File: src/rtl/sw_batch_sequencer.sv
// sw_batch_sequencer: on-chip batch driver for the Smith-Waterman wrapper.
// It optionally loads the target once, then runs every parameter set in a
// small table. Each score is reported with its latency, and the batch best
// is tracked. A per-wait watchdog abandons the batch if the core hangs.
module sw_batch_sequencer #(
    parameter int NUM_RUNS = 2,
    parameter int SCORE_W  = 4,
    parameter int RESULT_W = 16,
    parameter int TIMEOUT  = 50_000_000,
    localparam int IDX_W   = (NUM_RUNS > 1) ? $clog2(NUM_RUNS) : 1
) (
    input  logic                  clk,
    input  logic                  rst,
    input  logic                  i_go,
    input  logic                  i_skip_set_t,
    input  logic                  i_param_we,
    input  logic [IDX_W-1:0]      i_param_addr,
    input  logic [4*SCORE_W-1:0]  i_param_data,
    output logic                  o_set_t,
    output logic                  o_start_cal,
    output logic [SCORE_W-1:0]    o_match,
    output logic [SCORE_W-1:0]    o_mismatch,
    output logic [SCORE_W-1:0]    o_minusAlpha,
    output logic [SCORE_W-1:0]    o_minusBeta,
    input  logic                  i_busy,
    input  logic                  i_valid,
    input  logic [RESULT_W-1:0]   i_result,
    output logic                  o_res_valid,
    output logic [IDX_W-1:0]      o_res_idx,
    output logic [RESULT_W-1:0]   o_res_data,
    output logic [31:0]           o_run_cycles,
    output logic [RESULT_W-1:0]   o_best,
    output logic [IDX_W-1:0]      o_best_idx,
    output logic                  o_busy,
    output logic                  o_done,
    output logic                  o_timeout
);

    localparam int PAR_W = 4 * SCORE_W;
    // The watchdog only has to count up to TIMEOUT-1 before it fires.
    localparam int WD_W  = (TIMEOUT > 1) ? $clog2(TIMEOUT) : 1;
    localparam logic [IDX_W-1:0] LAST_IDX = IDX_W'(NUM_RUNS - 1);

    typedef enum logic [3:0] {
        IDLE, SET_T, SET_GUARD, WAIT_SETT, LOAD,
        START, WAIT_VALID, WAIT_IDLE, NEXT, DONE
    } state_e;

    state_e                state_q, state_d;
    logic [IDX_W-1:0]      idx_q, idx_d;
    logic [PAR_W-1:0]      par_q, par_d;
    logic [31:0]           run_cnt_q, run_cnt_d;
    logic [WD_W-1:0]       wd_q, wd_d;
    logic                  res_valid_q, res_valid_d;
    logic [IDX_W-1:0]      res_idx_q, res_idx_d;
    logic [RESULT_W-1:0]   res_data_q, res_data_d;
    logic [31:0]           run_cycles_q, run_cycles_d;
    logic [RESULT_W-1:0]   best_q, best_d;
    logic [IDX_W-1:0]      best_idx_q, best_idx_d;
    logic                  timeout_q, timeout_d;
    logic                  wd_expired;

    logic [PAR_W-1:0]      param_tbl_q [NUM_RUNS];

    // Parameter table: written by the board only while the sequencer is idle.
    always_ff @(posedge clk) begin
        // NOTE: the table is plain storage with no reset, so it survives a batch abort and maps onto RAM.
        // NOTE: sequential state is always updated with <= so every register samples pre-edge values.
        if (i_param_we && (state_q == IDLE) && (int'(i_param_addr) < NUM_RUNS)) begin
            param_tbl_q[i_param_addr] <= i_param_data;
        end
    end

    // The current wait state has spent TIMEOUT cycles without progress.
    assign wd_expired = (wd_q == WD_W'(TIMEOUT - 1));

    // Next-state logic plus run bookkeeping, result capture and best tracking.
    always_comb begin
        // NOTE: every _d gets its hold value first so no branch can leave a latch behind.
        state_d      = state_q;
        idx_d        = idx_q;
        par_d        = par_q;
        run_cnt_d    = run_cnt_q;
        wd_d         = wd_q + WD_W'(1);
        res_valid_d  = 1'b0;
        res_idx_d    = res_idx_q;
        res_data_d   = res_data_q;
        run_cycles_d = run_cycles_q;
        best_d       = best_q;
        best_idx_d   = best_idx_q;
        timeout_d    = timeout_q;

        unique case (state_q)
            IDLE: begin
                if (i_go) begin
                    best_d     = '0;
                    best_idx_d = '0;
                    timeout_d  = 1'b0;
                    idx_d      = '0;
                    state_d    = i_skip_set_t ? LOAD : SET_T;
                end
            end
            SET_T:     state_d = SET_GUARD;
            // The core may not raise busy immediately, so one cycle is spent
            // here before busy is trusted.
            SET_GUARD: state_d = WAIT_SETT;
            WAIT_SETT: begin
                if (!i_busy) begin
                    state_d = LOAD;
                end else if (wd_expired) begin
                    timeout_d = 1'b1;
                    state_d   = IDLE;
                end
            end
            LOAD: state_d = START;
            START: begin
                run_cnt_d = 32'd1;
                state_d   = WAIT_VALID;
            end
            WAIT_VALID: begin
                run_cnt_d = (run_cnt_q == '1) ? run_cnt_q : run_cnt_q + 32'd1;
                if (i_valid) begin
                    res_valid_d  = 1'b1;
                    res_idx_d    = idx_q;
                    res_data_d   = i_result;
                    run_cycles_d = run_cnt_q;
                    // The first run always seeds the best; ties keep the earlier run.
                    if ((idx_q == '0) || (i_result > best_q)) begin
                        best_d     = i_result;
                        best_idx_d = idx_q;
                    end
                    state_d = WAIT_IDLE;
                end else if (wd_expired) begin
                    timeout_d = 1'b1;
                    state_d   = IDLE;
                end
            end
            WAIT_IDLE: begin
                if (!i_busy) begin
                    state_d = NEXT;
                end else if (wd_expired) begin
                    timeout_d = 1'b1;
                    state_d   = IDLE;
                end
            end
            NEXT: begin
                if (idx_q == LAST_IDX) begin
                    state_d = DONE;
                end else begin
                    idx_d   = idx_q + IDX_W'(1);
                    state_d = LOAD;
                end
            end
            DONE:    state_d = IDLE;
            default: state_d = IDLE;
        endcase

        // Each wait state gets the full watchdog window starting from its first cycle.
        if ((state_d != state_q) &&
            ((state_d == WAIT_SETT) || (state_d == WAIT_VALID) || (state_d == WAIT_IDLE))) begin
            wd_d = '0;
        end

        // Parameters are latched on the way into LOAD so they are already valid during LOAD.
        if (state_d == LOAD) begin
            par_d = param_tbl_q[idx_d];
        end
    end

    // State and datapath registers; reset aborts any batch without pulses.
    always_ff @(posedge clk) begin
        if (rst) begin
            state_q      <= IDLE;
            idx_q        <= '0;
            par_q        <= '0;
            run_cnt_q    <= '0;
            wd_q         <= '0;
            res_valid_q  <= 1'b0;
            res_idx_q    <= '0;
            res_data_q   <= '0;
            run_cycles_q <= '0;
            best_q       <= '0;
            best_idx_q   <= '0;
            timeout_q    <= 1'b0;
        end else begin
            state_q      <= state_d;
            idx_q        <= idx_d;
            par_q        <= par_d;
            run_cnt_q    <= run_cnt_d;
            wd_q         <= wd_d;
            res_valid_q  <= res_valid_d;
            res_idx_q    <= res_idx_d;
            res_data_q   <= res_data_d;
            run_cycles_q <= run_cycles_d;
            best_q       <= best_d;
            best_idx_q   <= best_idx_d;
            timeout_q    <= timeout_d;
        end
    end

    assign o_set_t     = (state_q == SET_T);
    assign o_start_cal = (state_q == START);
    assign o_busy      = (state_q != IDLE);
    assign o_done      = (state_q == DONE);
    assign {o_match, o_mismatch, o_minusAlpha, o_minusBeta} = par_q;
    assign o_res_valid  = res_valid_q;
    assign o_res_idx    = res_idx_q;
    assign o_res_data   = res_data_q;
    assign o_run_cycles = run_cycles_q;
    assign o_best       = best_q;
    assign o_best_idx   = best_idx_q;
    assign o_timeout    = timeout_q;

endmodule
File: config.mk
export PLATFORM = sky130hd
export DESIGN_NAME = sw_batch_sequencer
export DESIGN_NICKNAME = d
export VERILOG_FILES = /design/src/rtl/sw_batch_sequencer.sv
export SDC_FILE = /design/constraint.sdc
export NUM_CORES = 1
export LEC_CHECK = 0
export CAP_MARGIN = 5
export CORE_MARGIN = 1.5
export CORE_UTILIZATION = 50
export DETAILED_ROUTE_END_ITERATION = 8
export GPL_ROUTABILITY_DRIVEN = 0
export PLACE_DENSITY_LB_ADDON = 0.08
export SLEW_MARGIN = 10
export SYNTH_ARGS = -nofsm -noshare
export SYNTH_HDL_FRONTEND = slang
export SYNTH_SLANG_ARGS = --single-unit
File: constraint.sdc
create_clock -name clk -period 2.7 [get_ports clk]
set_input_delay 0.27 -clock clk [delete_from_list [all_inputs] [get_ports clk]]
set_output_delay 0.27 -clock clk [all_outputs]
set_load 0.03 [all_outputs]
* Yosys cells after proc, flatten, opt, wreduce, memory -nomap -nowiden
Memory sizes are Yosys's and may differ from the RTL's. A register that Yosys moved wholly into a read port is not among the register bits.
Index checks and enable logic that the tools add are counted.
** Operators by class
- Add/sub/neg operators :: 3
- Order comparisons :: 1
- Equality and inequality tests :: 22
- Multiplexer cells :: 28
- Bitwise gates (word level) :: 2
- Reduce and logical (&&, ||, !) cells :: 17
** Operators by type and width (count)
- $pmux W32 S2 :: 1
- $mux W16 :: 3
- $pmux W4 S9 :: 1
- $add A32 B1 Y32 const B :: 1
- $eq A32 B32 Y1 const B :: 1
- $mux W32 :: 1
- $pmux W16 S2 :: 1
- $eq A4 B3 Y1 const B :: 7
- $add A26 B1 Y26 const B :: 1
- $eq A26 B26 Y1 const B :: 1
- $mux W4 :: 6
- $gt A16 B16 Y1 :: 1
- $eq A4 B2 Y1 const B :: 3
- $mux W1 :: 11
- $ne A2 B2 Y1 const B :: 5
- $eq A4 B4 Y1 const B :: 2
- $reduce_and A4 Y1 :: 2
- $reduce_or A2 Y1 :: 3
- $eq A4 B1 Y1 const B :: 1
- $logic_not A4 Y1 :: 1
- $ne A4 B4 Y1 :: 1
- $pmux W1 S2 :: 2
- $reduce_and A2 Y1 :: 2
- $reduce_bool A2 Y1 :: 2
- 9 further kinds :: 13
** Storage, ports and cells
- Bits in registers :: 131
- Memory bits (writable) :: 32
- Input port bits :: 40
- Output and inout bits :: 88
- Logic and storage cells :: 85
- Memories :: 1
** Memories
- param_tbl_q :: words 2, bits a word 16, rd ports 1, clocked after memory_dff 1, write ports 1, line 63 : logic [PAR_W-1:0] param_tbl_q [NUM_RUNS];

* Logic depth before layout (Yosys ltp)
- Word-level depth :: 9
- Depth in mapped cells :: 10
- Depth with buffers taken out :: 8

* Worst setup path after synthesis
OpenSTA, ideal clock, no wires.
- Kind :: register -> register
- From :: register best_q[15], in the netlist o_best[15]
- To :: register best_q[10], in the netlist o_best[10]
- Library setup time :: 0.117 ns
- Arrival :: 2.243 ns
- Data required time :: 2.583 ns
- Setup slack :: 0.340 ns
- Stages on the path, launching flop included :: 9
- Buffers on the path :: 2
- Period minus slack after synthesis :: 2.360 ns
- Cell sequence :: dfxtp_1 -> inv_1 -> ha_1 -> nand4_1 -> or4_1 -> a31o_1 -> buf_2 -> buf_4 -> a22o_1
** On the way
- Cells in the longest elaborated chain, start to end :: 4
** RTL lines
- start, declared :: line 58 : logic [RESULT_W-1:0] best_q, best_d;
- start signal, assigned :: line 195 : best_q <= best_d;
- $gt A16 B16 Y1 :: line 128 : if ((idx_q == '0) || (i_result > best_q)) begin
- $logic_or A1 B1 Y1 :: line 128
- $ne A2 B2 Y1 (no line)
- $reduce_and A4 Y1 (no line)
Every way passes these cells.
A chain may end at the register's enable or synchronous reset.

* Worst setup path after layout
- From :: register state_q[0]
- To :: output port o_done
** On the way
- Cells in the longest elaborated chain, start to end :: 1
** RTL lines
- start, declared :: line 49 : state_e state_q, state_d;
- start signal, assigned :: line 186 : state_q <= state_d;
- $eq A4 B4 Y1 :: line 204 : assign o_done = (state_q == DONE);
- end, declared :: line 35 : output logic o_done,
Every way passes these cells.

==> flow_summary.ini <==
[finish]
n_antenna_cell = 0
final-seq-area_um2 = 3900
multiInputGateArea_um2 = 3340
final_util = 0.650
areaGrowthSynthToFinish_pct = 26.3
drive_gt1_frac = 0.0624
nNetsFinal = 990
fillerInstances = 1149

[sta]
min_period_over_period = 0.928
relSlewSlack = 0.550
hold_violations = 0
setup_viol = 0
min_period_ns = 2.51
hold_ws_ns = 0.272
setup_tns_ns = 0
skew_ns = 0.00491
rsz0062_at_grt = false
fmax_mhz = 399
slew_violations = 0
worst_pin_slew_ns = 0.675

[critical_path]
r2r_slack_ns = 0.23
crit_path_max_fanout = 17
rr_worst_depth = 8
cp-end-kind = output pin
worstSetupPathType = reg2out
cp-start-kind = register
critPathArrivalTime_ns = 2.24
r2r-end = o_best[5]
reg2reg_from = o_best[13]
required_ns = 2.43

[grt]
grt_max_degree = 50
track_usage = 0.224
grt_pass1_vias = 6026
antenna_found_initial = 0
grt_first_pass_wirelength_mm = 28.9
grt_overflow = 0

[route]
via_per_inst = 5.51
drc_errors = 0
drt_iter0_markers = 405
wirelength_mm = 17.2
vias = 6222
drt_first_pass_iters = 4
postRouteAntennaNets = 0
post_drt_wl_per_cell_um = 15.2

[pwr]
intPower_uw = 4350
pwr-share-comb = 0.135
leakagePower_uw = 0.00335
seq_power_share = 0.499
power-per-cell-area_nw_per_um2 = 623
power_switching_uw = 1560
switching_share = 0.264
clkPwrFrac = 0.367
vdd_drop_max_uv = 412

[yosys]
synth_flop_cell = dfxtp_1
netlist_area_um2 = 7500
synth_fp_nets = 868
synth_area_leaders = dfxtp_1 (39%), edfxtp_1 (13%), nand2_1 (6.5%)
netlist_top_cells_count = dfxtp_1 (147), nand2_1 (130), nor2_1 (88), a21oi_1 (68), xor2_1 (40)
async_reset_ff_frac = 0
synth-edff-count = 32
yosys_warnings = 0
synth.avg_cell_area_um2 = 9.27
synthCells = 810
synthDominantCellAreaShare = 0.392
synth-seq-area-share = 0.520
ys_types = 58
synth-seq-cells = 179
yosysMostFrequentCell = dfxtp_1
synth_top_area_cell = dfxtp_1

[hold_path]
holdPathEnd = o_res_data[5]
hp-class = in2reg
min_from = rst
holdPathStages = 2

[die]
rows = 44
dieArea_um2 = 15800
initial_utilization = 0.514
core_um2 = 14600
pin_count = 128
die_x_um = 126
die-height_um = 126

[clock_network]
clock-root-buffer = clkbuf_16
cts_tree = done
numCtsBuffers = 17
clkSlewWorstSetupHoldPaths_ns = 0.06
cts_resized = 0
clk_latency_ns = 0.43
post-cts-setup-buffers = 0
cts_max_level = 4
clk_path_buf_depth = 2
clock-sinks = 179
postCtsHoldBufs = 0

[status]
outcome = completed

[flow_run]
drv_cap = 0

[placement]
numPortBuffers = 127
place_hpwl_mm = 12.3
==> power by group through the flow <==
stage          clock network (uW)  logic (uW)  registers (uW)
3_3_place_gp                    0         769            2990
3_5_place_dp                    0         796            3000
5_1_grt                      2310         875            2960
4_1_cts                      2200         800            2940
6_report                     2170         797            2950
2_1_floorplan                   0         413            3060
==> per-layer routing <==
layer,GRT usage,up-vias,routed length [um]
li1,-,3072,-
met1,0.281,2985,7740
met2,0.366,140,8250
met3,0.0561,25,858
met4,0.0956,0,358
met5,0,-,0
==> worst max-delay path, stage by stage (launching register included) <==
cell and delay, ns:
dfxtp_1 0.67, nand2b_1 0.18, nor3b_1 0.22, clkdlybuf4s50_1 0.75
==> cell usage in the layout, fill, tap and decap left out, drive strengths merged, types with 3 or more instances in the layout <==
cell / n
dfxtp: 147
nand2: 131
clkdlybuf4s50: 126
nor2: 90
a21oi: 68
xor2: 40
nand3: 32
edfxtp: 32
inv: 22
clkbuf: 21
nand4: 20
buf: 20
a211oi: 18
ha: 18
a22o: 17
mux2i: 17
nor3: 17
o21ai: 13
and3: 11
or3: 8
or4: 6
clkinv: 6
o211ai: 5
and4: 5
xnor2: 5
clkinvlp: 5
and2: 4
o21a: 4
a31oi: 4
a21o: 3
nor4b: 3
o2111ai: 3
==> sequential cells by signal, summed over array words and instances, names as in the netlist <==
name and count:
o_res_valid 1, o_res_idx 1, par_q 16, wd_q 26
idx_q 1, o_timeout 1, o_best_idx 1, o_res_data 16
run_cnt_q 32, state_q 4, o_best 16, o_run_cycles 32
param_tbl_q 32
==> cells by family after synthesis <==
kind of cell / after synthesis / share of synthesized area
AO/OA/AOI/OAI: 144 / 0.123
XOR/XNOR: 45 / 0.0525
adder cells (fa/ha/maj): 18 / 0.0300
buffers and inverters: 65 / 0.0373
flip-flops: 179 / 0.520
multiplexers: 17 / 0.0227
AND/OR/NAND/NOR: 342 / 0.214
==> how the worst max path moves through the flow <==
| stage | endpoint | cells after the start | startpoint | slack [ns] |
|---|---|---|---|---|
| 2_1_floorplan | o_best[10] | 8 | o_best[15] | 0.34 |
| 3_3_place_gp | o_best[14] | 8 | i_result[15] | -0.1 |
| 3_5_place_dp | o_best[10] | 8 | i_result[13] | -0.25 |
| 4_1_cts | o_best[10] | 8 | o_best[15] | 0.13 |
| 5_1_grt | o_best_idx | 6 | state_q[2] | 0.01 |
| 6_report | o_done | 3 | state_q[0] | 0.19 |
==> per-stage QoR <==
stage               setup WS (ns)  std cells  instance area (um2)  total power, uW
floorplan                   0.340        810                 7500             3470
global placement          -0.0955       1097                 8960             3760
detailed placement         -0.248       1097                 8960             3800
CTS                         0.133       1129                 9470             5950
global route               0.0118       1129                 9480             6150
finish                      0.194       1129                 9480             5910
==> final cells by class <==
| class | instances | share of cell area |
|---|---|---|
| Sequential cell | 179 | 0.412 |
| Inverter | 22 | 0.00871 |
| Tap cell | 184 | 0.0243 |
| Clock inverter | 11 | 0.00673 |
| Clock buffer | 21 | 0.0475 |
| Timing Repair Buffer | 146 | 0.149 |
| Multi-Input combinational cell | 566 | 0.352 |
Note: power is estimated with default switching activity, not from simulation.
